--- src/rtl/msrv32_instr_queue.sv ---
// Instruction queue between fetch and decode: circular buffer of DEPTH words.
// Optional same-cycle fetch-to-decode bypass when empty: define MSRV32_IQ_BYPASS_EN.
module msrv32_instr_queue #(
  parameter int unsigned DEPTH     = 4,
  parameter logic [31:0] NOP_INSTR = 32'h00000013
) (
  input  logic                     ms_riscv32_mp_clk_in,
  input  logic                     ms_riscv32_mp_rstn_in,
  input  logic                     flush_in,
  input  logic [31:0]              ms_riscv32_mp_instr_in,
  input  logic                     instr_valid_in,
  output logic                     instr_ready_out,
  input  logic                     dec_ready_in,
  output logic                     dec_valid_out,
  output logic [6:0]               opcode_out,
  output logic [2:0]               funct3_out,
  output logic [6:0]               funct7_out,
  output logic [4:0]               rs1addr_out,
  output logic [4:0]               rs2addr_out,
  output logic [4:0]               rdaddr_out,
  output logic [11:0]              csr_addr_out,
  output logic [31:7]              instr_out,
  output logic [$clog2(DEPTH):0]   count_out
);

  localparam int unsigned PtrW = $clog2(DEPTH);
  localparam int unsigned CntW = PtrW + 1;
  localparam logic [CntW-1:0] CntFull = CntW'(DEPTH);

  logic [PtrW-1:0] wr_ptr_q, wr_ptr_d;
  logic [PtrW-1:0] rd_ptr_q, rd_ptr_d;
  logic [CntW-1:0] count_q, count_d;
  logic [31:0]     mem_q [DEPTH];

  logic        empty, full;
  logic        push, pop;
  logic        bypass;
  logic [31:0] instr_pres;

  assign empty = (count_q == '0);
  assign full  = (count_q == CntFull);

  // Ready is also held low while reset is asserted.
  assign instr_ready_out = ms_riscv32_mp_rstn_in && !full && !flush_in;

`ifdef MSRV32_IQ_BYPASS_EN
  assign bypass = ms_riscv32_mp_rstn_in && empty && !flush_in && instr_valid_in;
`else
  assign bypass = 1'b0;
`endif

  assign dec_valid_out = (!empty && !flush_in) || bypass;

  // A bypassed word that is consumed is written and read in the same cycle,
  // so both pointers advance and the count stays at zero.
  assign push = instr_valid_in && instr_ready_out;
  assign pop  = dec_valid_out && dec_ready_in;

  always_comb begin
    wr_ptr_d = wr_ptr_q;
    rd_ptr_d = rd_ptr_q;
    count_d  = count_q;
    if (flush_in) begin
      wr_ptr_d = '0;
      rd_ptr_d = '0;
      count_d  = '0;
    end else begin
      if (push) wr_ptr_d = wr_ptr_q + PtrW'(1);
      if (pop)  rd_ptr_d = rd_ptr_q + PtrW'(1);
      unique case ({push, pop})
        2'b10:   count_d = count_q + CntW'(1);
        2'b01:   count_d = count_q - CntW'(1);
        default: count_d = count_q;
      endcase
    end
  end

  always_ff @(posedge ms_riscv32_mp_clk_in or negedge ms_riscv32_mp_rstn_in) begin
    if (!ms_riscv32_mp_rstn_in) begin
      wr_ptr_q <= '0;
      rd_ptr_q <= '0;
      count_q  <= '0;
    end else begin
      wr_ptr_q <= wr_ptr_d;
      rd_ptr_q <= rd_ptr_d;
      count_q  <= count_d;
    end
  end

  // Storage needs no reset; occupancy alone decides what is presented.
  always_ff @(posedge ms_riscv32_mp_clk_in) begin
    if (push) mem_q[wr_ptr_q] <= ms_riscv32_mp_instr_in;
  end

  always_comb begin
    instr_pres = NOP_INSTR;
    if (dec_valid_out) begin
      instr_pres = bypass ? ms_riscv32_mp_instr_in : mem_q[rd_ptr_q];
    end
  end

  assign opcode_out   = instr_pres[6:0];
  assign funct3_out   = instr_pres[14:12];
  assign funct7_out   = instr_pres[31:25];
  assign rs1addr_out  = instr_pres[19:15];
  assign rs2addr_out  = instr_pres[24:20];
  assign rdaddr_out   = instr_pres[11:7];
  assign csr_addr_out = instr_pres[31:20];
  assign instr_out    = instr_pres[31:7];
  assign count_out    = count_q;

endmodule

--- config.mk ---
export PLATFORM = sky130hd
export DESIGN_NAME = msrv32_instr_queue
export DESIGN_NICKNAME = d
export VERILOG_FILES = /design/src/rtl/msrv32_instr_queue.sv
export SDC_FILE = /design/constraint.sdc
export NUM_CORES = 1
export LEC_CHECK = 0
export BUFFER_PORTS_ARGS = -buffer_cell sky130_fd_sc_hd__buf_4
export CORE_ASPECT_RATIO = 0.7
export CORE_UTILIZATION = 42
export CTS_CLUSTER_SIZE = 30
export DETAILED_ROUTE_END_ITERATION = 7
export SETUP_SLACK_MARGIN = 0.2
export SYNTH_ARGS = -nofsm -noshare
export SYNTH_HDL_FRONTEND = slang
export SYNTH_SLANG_ARGS = --single-unit
--- constraint.sdc ---
create_clock -name ms_riscv32_mp_clk_in -period 2.6 [get_ports ms_riscv32_mp_clk_in]
set_input_delay 0.39 -clock ms_riscv32_mp_clk_in [delete_from_list [all_inputs] [get_ports ms_riscv32_mp_clk_in]]
set_output_delay 0.39 -clock ms_riscv32_mp_clk_in [all_outputs]
set_load 0.02 [all_outputs]
==> results of run 1 <==
==> sequential cells by signal, summed over array words and instances, names as in the netlist <==
register,cells
rd_ptr_q,2
wr_ptr_q,2
mem_q,128
count_out,3
==> area by class of cell <==
| class | instances | share of cell area |
|---|---|---|
| clock inverter | 15 | 0.0243 |
| inverter | 3 | 0.00155 |
| multi-input combinational | 111 | 0.181 |
| timing repair buffer | 128 | 0.150 |
| clock buffer | 17 | 0.0587 |
| sequential | 135 | 0.556 |
| tap | 166 | 0.0287 |
==> final timing paths <==
check / end / slack [ns] / depth (start not counted)
hold reg to reg: wr_ptr_q[1] / 0.60 / 2
max in group asynchronous: rd_ptr_q[0] / 2.09 / 2
setup reg to reg: count_out[1] / 0.49 / 7
min in group asynchronous: count_out[2] / 0.34 / 2
setup / recovery: opcode_out[1] / 0.15 / 4
hold / removal: mem_q[1][7] / 0.18 / 1
==> timing repair <==
action,4_1_cts,5_1_grt
hold buffers,1,0
hold endpoints to repair,7,0
cloned,0,1
setup endpoints to repair,63,70
buffers inserted,4,2
gates resized for setup,6,11
==> kinds of logic after synthesis <==
group | after synthesis | share of synthesized area
compound gates | 9 | 0.0113
xor+xnor | 4 | 0.00619
fa+ha+maj | 5 | 0.0124
buf+inv | 53 | 0.0652
flops | 135 | 0.710
mux | 35 | 0.133
simple gates | 58 | 0.0623
==> critical path: cells and delay by family, from the launching register on <==
family | cells | cell delay (ns)
flip-flops | 1 | 0.53
multiplexers | 1 | 0.50
AND/OR/NAND/NOR | 1 | 0.34
buffers and inverters | 2 | 0.28
==> where the power goes <==
group	internal, mW	total [mW]	switching (mW)	leakage [nW]
combinational	0.373	0.734	0.361	1.09
sequential	2.42	2.46	0.0360	1.24
clock	1.51	2.38	0.875	0.291
==> placed cells by master (no fill, tap or decap), types with 2 or more instances in the layout <==
master	netlist	routed
ha_1	4	4
mux4_2	32	32
clkinvlp_4	0	2
clkbuf_16	0	18
nor2_2	1	2
a21oi_2	1	2
edfxtp_1	128	128
clkinv_2	0	3
dfrtp_4	0	2
and2_4	0	4
bufinv_16	0	3
buf_12	0	7
and2_2	0	4
mux2i_1	2	2
nand2b_1	5	5
xnor2_1	3	3
buf_4	38	114
nor2_1	8	7
inv_6	0	2
buf_6	3	5
inv_1	3	3
o21ai_0	2	2
dfrtp_2	0	3
clkinv_4	0	4
dfrtp_1	7	2
or3_4	0	2
and2_1	35	27
==> per-stage QoR <==
stage                     hold slack [ns]  instances   util  total power [mW]  cell area, µm²
after floorplan                    0.0944        299      -              2.96            5670
after global placement              0.225        535  0.495              3.17            6500
after global routing                0.157        575  0.552              5.78            7250
final                               0.178        575  0.552              5.58            7250
after CTS                           0.163        572  0.546              5.60            7170
after detailed placement            0.224        535  0.495              3.18            6500
==> metal layers <==
metal  routed length [µm]  global-route usage  vias to the layer above
met4                  150              0.0694                        0
met3                  550              0.0520                       14
li1                     -                   -                     1313
met1                 4660               0.197                     1470
met2                 5000               0.254                       90
met5                    0                   0                        -
==> impl_results.md, run 1 <==
* Final Max Slew Viols at 0
* Area of the multi-input gates at 1310 µm²
* Minimum setup slack after placement at 0.396 ns
* Final period utilization at 0.942
* Synth top area share at 0.679
* Vias in the first global route at 2,871
* Num CTS Buffers at 17
* MaxCap Viol Count at 0
* Die height at 99.1 µm
* RSZ-0062 raised after global routing: true
* Clock Path Buffers at 2
* Gate Count Post-Synth at 299
* Hold Path Origin: ms_riscv32_mp_instr_in[7]
* Clock latency on the worst-skew pair at 0.41 ns
* Crit. Startpoint: rd_ptr_q[0]
* Pwr Density at 769 nW/µm²
* Most common cell in the synthesized netlist: edfxtp_1
* Max Freq at 0.408 GHz
* Final hold violations at 0
* Final WS setup at 0.150 ns
* Fill cells at 1,032
* DR vias at 2,887
* Fin crit period at 2.45 ns
* Mapped Nets at 341
* DRC at 0
* Layout cell share with drive strength beyond 1 at 0.516
* Synth top area cells: edfxtp_1, mux4_2, buf_4
* Yosys reg bits at 135
* Syn avg cell area at 18.9 µm²
* Crit path max fanout at 7
* Wire per inst at 18.0 µm
* Slowest CP cell: dfrtp_4
* YS warnings at 0
* Final Setup Violations at 0
* Worst-path clk slew at 0.06 ns
* Post-synth EDFFs at 128
* First-pass iteration count of the detailed router at 4
* Synth async-reset ratio at 0.0519
* Worst EP required at 2.21 ns
* Initial Util at 0.431
* Post-Route WL at 10,400 µm
* Via-to-Cell Ratio at 5.02
* GPL Wtd Cong at 0.783
* Diode count at 0
* Core Area at 13,100 µm²
* Rel. slew slack at 0.768
* Final setup TNS at 0 ns
* Layout Nets at 438
* CP endpoint kind: output pin
* First-pass GRT wire length at 15,600 µm
* Yosys top cell by area: edfxtp_1
* # rows at 35
* Netlist cell types at 33
* Sequential fraction of the synthesis area at 0.710
* Die W at 141 µm
* Initial antenna violation count at 0
* Reg-to-reg startpoint: count_out[1]
* Worst slew pin tran at 0.347 ns
* DP HPWL at 6300 µm
* Total grt overflow at 0
* Crit path DAT at 2.06 ns
* Layout Area Growth over Synthesis at 28.0%
* CTS tree: done
* Reg area at 4030 µm²
* Worst-case vdd ir drop at 0.000585 V
* IO Pins at 111
* Largest net degree at the start of global routing at 33
* DR iter-0 viols at 240
* Top_reg_cell synth: edfxtp_1
* Most instantiated cells after synthesis: edfxtp_1, buf_4, and2_1
* P_leak at 2.62 nW
* Post-route ant nets at 0
* Setup crit start kind: flop
* Layout Skew at 0.0103 ns
* Syn Std Cell Area at 5660 µm²
* H-Tree Depth at 4
* CP Cell Sequence: buf_12 -> mux4_2 -> or3_4 -> buf_6
* Root buf cell: clkbuf_16
* All-layer global routing usage at 0.158
* Slowest stage delay, CP at 0.53 ns
* Total die area at 14,000 µm²
* Status: finished clean
* PortBufs at 110
* Worst Setup Path Type: flop to output pin
* Worst hold path class: input port to flop
* CTS sink count at 135
Power figures use the tool's default switching activity.
==> inputs of run 2 (changes only) <==
--- a/config.mk
+++ b/config.mk
@@ -6,11 +6,11 @@
 export NUM_CORES = 1
 export LEC_CHECK = 0
 export BUFFER_PORTS_ARGS = -buffer_cell sky130_fd_sc_hd__buf_4
-export CORE_ASPECT_RATIO = 0.7
 export CORE_UTILIZATION = 42
 export CTS_CLUSTER_SIZE = 30
 export DETAILED_ROUTE_END_ITERATION = 7
 export SETUP_SLACK_MARGIN = 0.2
+export SKIP_CTS_REPAIR_TIMING = 1
 export SYNTH_ARGS = -nofsm -noshare
 export SYNTH_HDL_FRONTEND = slang
 export SYNTH_SLANG_ARGS = --single-unit
==> constraint.sdc (replaced) <==
create_clock -name ms_riscv32_mp_clk_in -period 2.9 [get_ports ms_riscv32_mp_clk_in]
set_input_delay 0.435 -clock ms_riscv32_mp_clk_in [delete_from_list [all_inputs] [get_ports ms_riscv32_mp_clk_in]]
set_output_delay 0.435 -clock ms_riscv32_mp_clk_in [all_outputs]
set_load 0.02 [all_outputs]
==> run 2 against run 1 <==
Compared with the run above:
- global-route usage down 0.059 points
- non-clock buffer count down 5
- sequential power down 11%
- clock power down 4%
- combinational power down 17%
- first-iteration DRC count down 35%
- largest cell class unchanged
- highest routed layer unchanged
==> impl_results.md, run 2 (same netlist as run 1, synthesis figures left out) <==
* Max Freq at 0.395 GHz
* Setup crit start kind: flop
* Worst-path clk slew at 0.06 ns (about the same)
* Post-Route WL at 10,300 µm (-1.0%)
* Buf/Inv on CP at 2 (unchanged)
* DR vias at 2,846 (-1.4%)
* First-pass iteration count of the detailed router at 4 (unchanged)
* Worst hold slack at 0.222 ns (+0.0445 ns)
* Worst Setup Path Type: flop to output pin
* Die height at 118 µm (+19%)
* Die W at 118 µm (-16%)
* Diode count at 0 (unchanged)
* First-pass GRT wire length at 15,900 µm (+1.9%)
* Final WS setup at 0.369 ns (+0.219 ns)
* Final Setup Violations at 0 (unchanged)
* Total power at 5.10 mW (-8.5%)
* DR iter-0 viols at 156 (-35%)
* DRC at 0 (unchanged)
* Initial antenna violation count at 0 (unchanged)
* Slowest stage delay, CP at 0.52 ns (about the same)
* Biggest register: mem_q
* Total grt overflow at 0 (unchanged)
* GPL Wtd Cong at 0.818 (+4.5%)
* Largest net degree at the start of global routing at 33 (unchanged)
* CTS sink count at 135 (unchanged)
* CP top delay family: multiplexers
* # rows at 42 (+20%)
* Worst slew pin tran at 0.525 ns (+0.178 ns)
* Hold Path Origin: ms_riscv32_mp_instr_in[6]
* Clock latency on the worst-skew pair at 0.41 ns (about the same)
* RR Endpoint: count_out[2]
* Status: finished clean
* MaxCap Viol Count at 0 (unchanged)
* Vias in the first global route at 2,890 (+0.66%)
* Final period utilization at 0.873
* Pwr Density at 716 nW/µm² (-6.9%)
* Hold Path Cell Cnt at 1 (unchanged)
* Num CTS Buffers at 17 (unchanged)
* Fin util at 0.540 (-0.0116)
* Post-route ant nets at 0 (unchanged)
* Final setup TNS at 0 ns (unchanged)
* CP Cell Sequence: buf_12 -> mux4_2 -> or3_1 -> buf_4
* Reg2reg path depth at 8 (+1)
* Hold Crit Endpoint: mem_q[0][6]
* Crit path max fanout at 14 (+7)
* Reg-to-reg startpoint: count_out[0]
* H-Tree Depth at 4 (unchanged)
* DP HPWL at 6210 µm (-1.4%)
* Root buf cell: clkbuf_16
* Fill cells at 1,081 (+4.7%)
* Layout Area Growth over Synthesis at 25.9%
* PortBufs at 110 (unchanged)
* Crit path DAT at 2.10 ns (+0.04 ns)
* CTS tree: done
* Reg area at 4020 µm² (-0.22%)
* Layout cell share with drive strength beyond 1 at 0.475 (-0.0406)
* Final hold violations at 0 (unchanged)
* Clock Path Buffers at 2 (unchanged)
* Most common cell after layout, fill and taps aside: edfxtp_1
* Core Area at 13,200 µm² (+0.40%)
* Worst-case vdd ir drop at 0.000695 V (+19%)
* Area of the multi-input gates at 1290 µm² (-1.9%)
* All-layer global routing usage at 0.157 (-0.000588)
* Wire per inst at 17.7 µm (-1.9%)
* Layout Nets at 433 (-1.1%)
* R2R Setup Slk at 0.63 ns (+0.14 ns)
* IO Pins at 111 (unchanged)
* Fin crit period at 2.53 ns
* Layout Skew at 0.00627 ns (-0.00402 ns)
* Total die area at 13,900 µm² (about the same)
* Max reg flops at 128 (unchanged)
* P_leak at 2.57 nW (-1.8%)
* Most frequent cells in the layout: edfxtp_1, buf_4, mux4_2
* Final Max Slew Viols at 0 (unchanged)
* Rel. slew slack at 0.650 (-0.118)
* Via-to-Cell Ratio at 4.91 (-2.3%)
* Slowest CP cell: mux4_2
* RSZ-0062 raised after global routing: false
* Worst hold path class: input port to flop
* CP endpoint kind: output pin
* Minimum setup slack after placement at 0.547 ns (+0.151 ns)
* Worst EP required at 2.47 ns (+0.26 ns)
* Initial Util at 0.429 (-0.00172)
[run 2: area by class of cell]
class,count,area share
sequential,135,0.564
inverter,3,0.00158
multi-input combinational,111,0.181
clock buffer,19,0.0608
tap,176,0.0309
timing repair buffer,123,0.133
clock inverter,13,0.0284
[run 2: routing by layer]
metal / track usage / wire (µm) / part of all wire / vias to the layer above
li1: - / - / - / 1301
met1: 0.199 / 4620 / 0.45 / 1441
met2: 0.253 / 4970 / 0.49 / 93
met3: 0.0547 / 557 / 0.054 / 11
met4: 0.0529 / 105 / 0.010 / 0
met5: 0 / 0 / 0 / -
[run 2: where the power goes]
| group | internal, mW | switching (mW) | total [mW] |
|---|---|---|---|
| clock | 1.52 | 0.773 | 2.29 |
| combinational | 0.297 | 0.314 | 0.611 |
| sequential | 2.17 | 0.0256 | 2.20 |
[run 2: worst max-delay path by stage]
stage                     slack, ns  depth (start not counted)            end         start
after global routing           0.30                          4  opcode_out[1]   rd_ptr_q[0]
after detailed placement       0.55                          9   count_out[2]      flush_in
final                          0.37                          4  opcode_out[4]   rd_ptr_q[0]
after global placement         0.63                          9   count_out[2]      flush_in
after floorplan                0.34                          4    mem_q[0][0]  count_out[0]
after CTS                      0.21                          4  opcode_out[1]   rd_ptr_q[0]
[run 2: metrics by stage]
| stage | cells | area (µm²) |
|---|---|---|
| after global placement | 545 | 6460 |
| after global routing | 580 | 7130 |
| after CTS | 577 | 7100 |
| after detailed placement | 545 | 6460 |
| after floorplan | 299 | 5660 |
| final | 580 | 7130 |
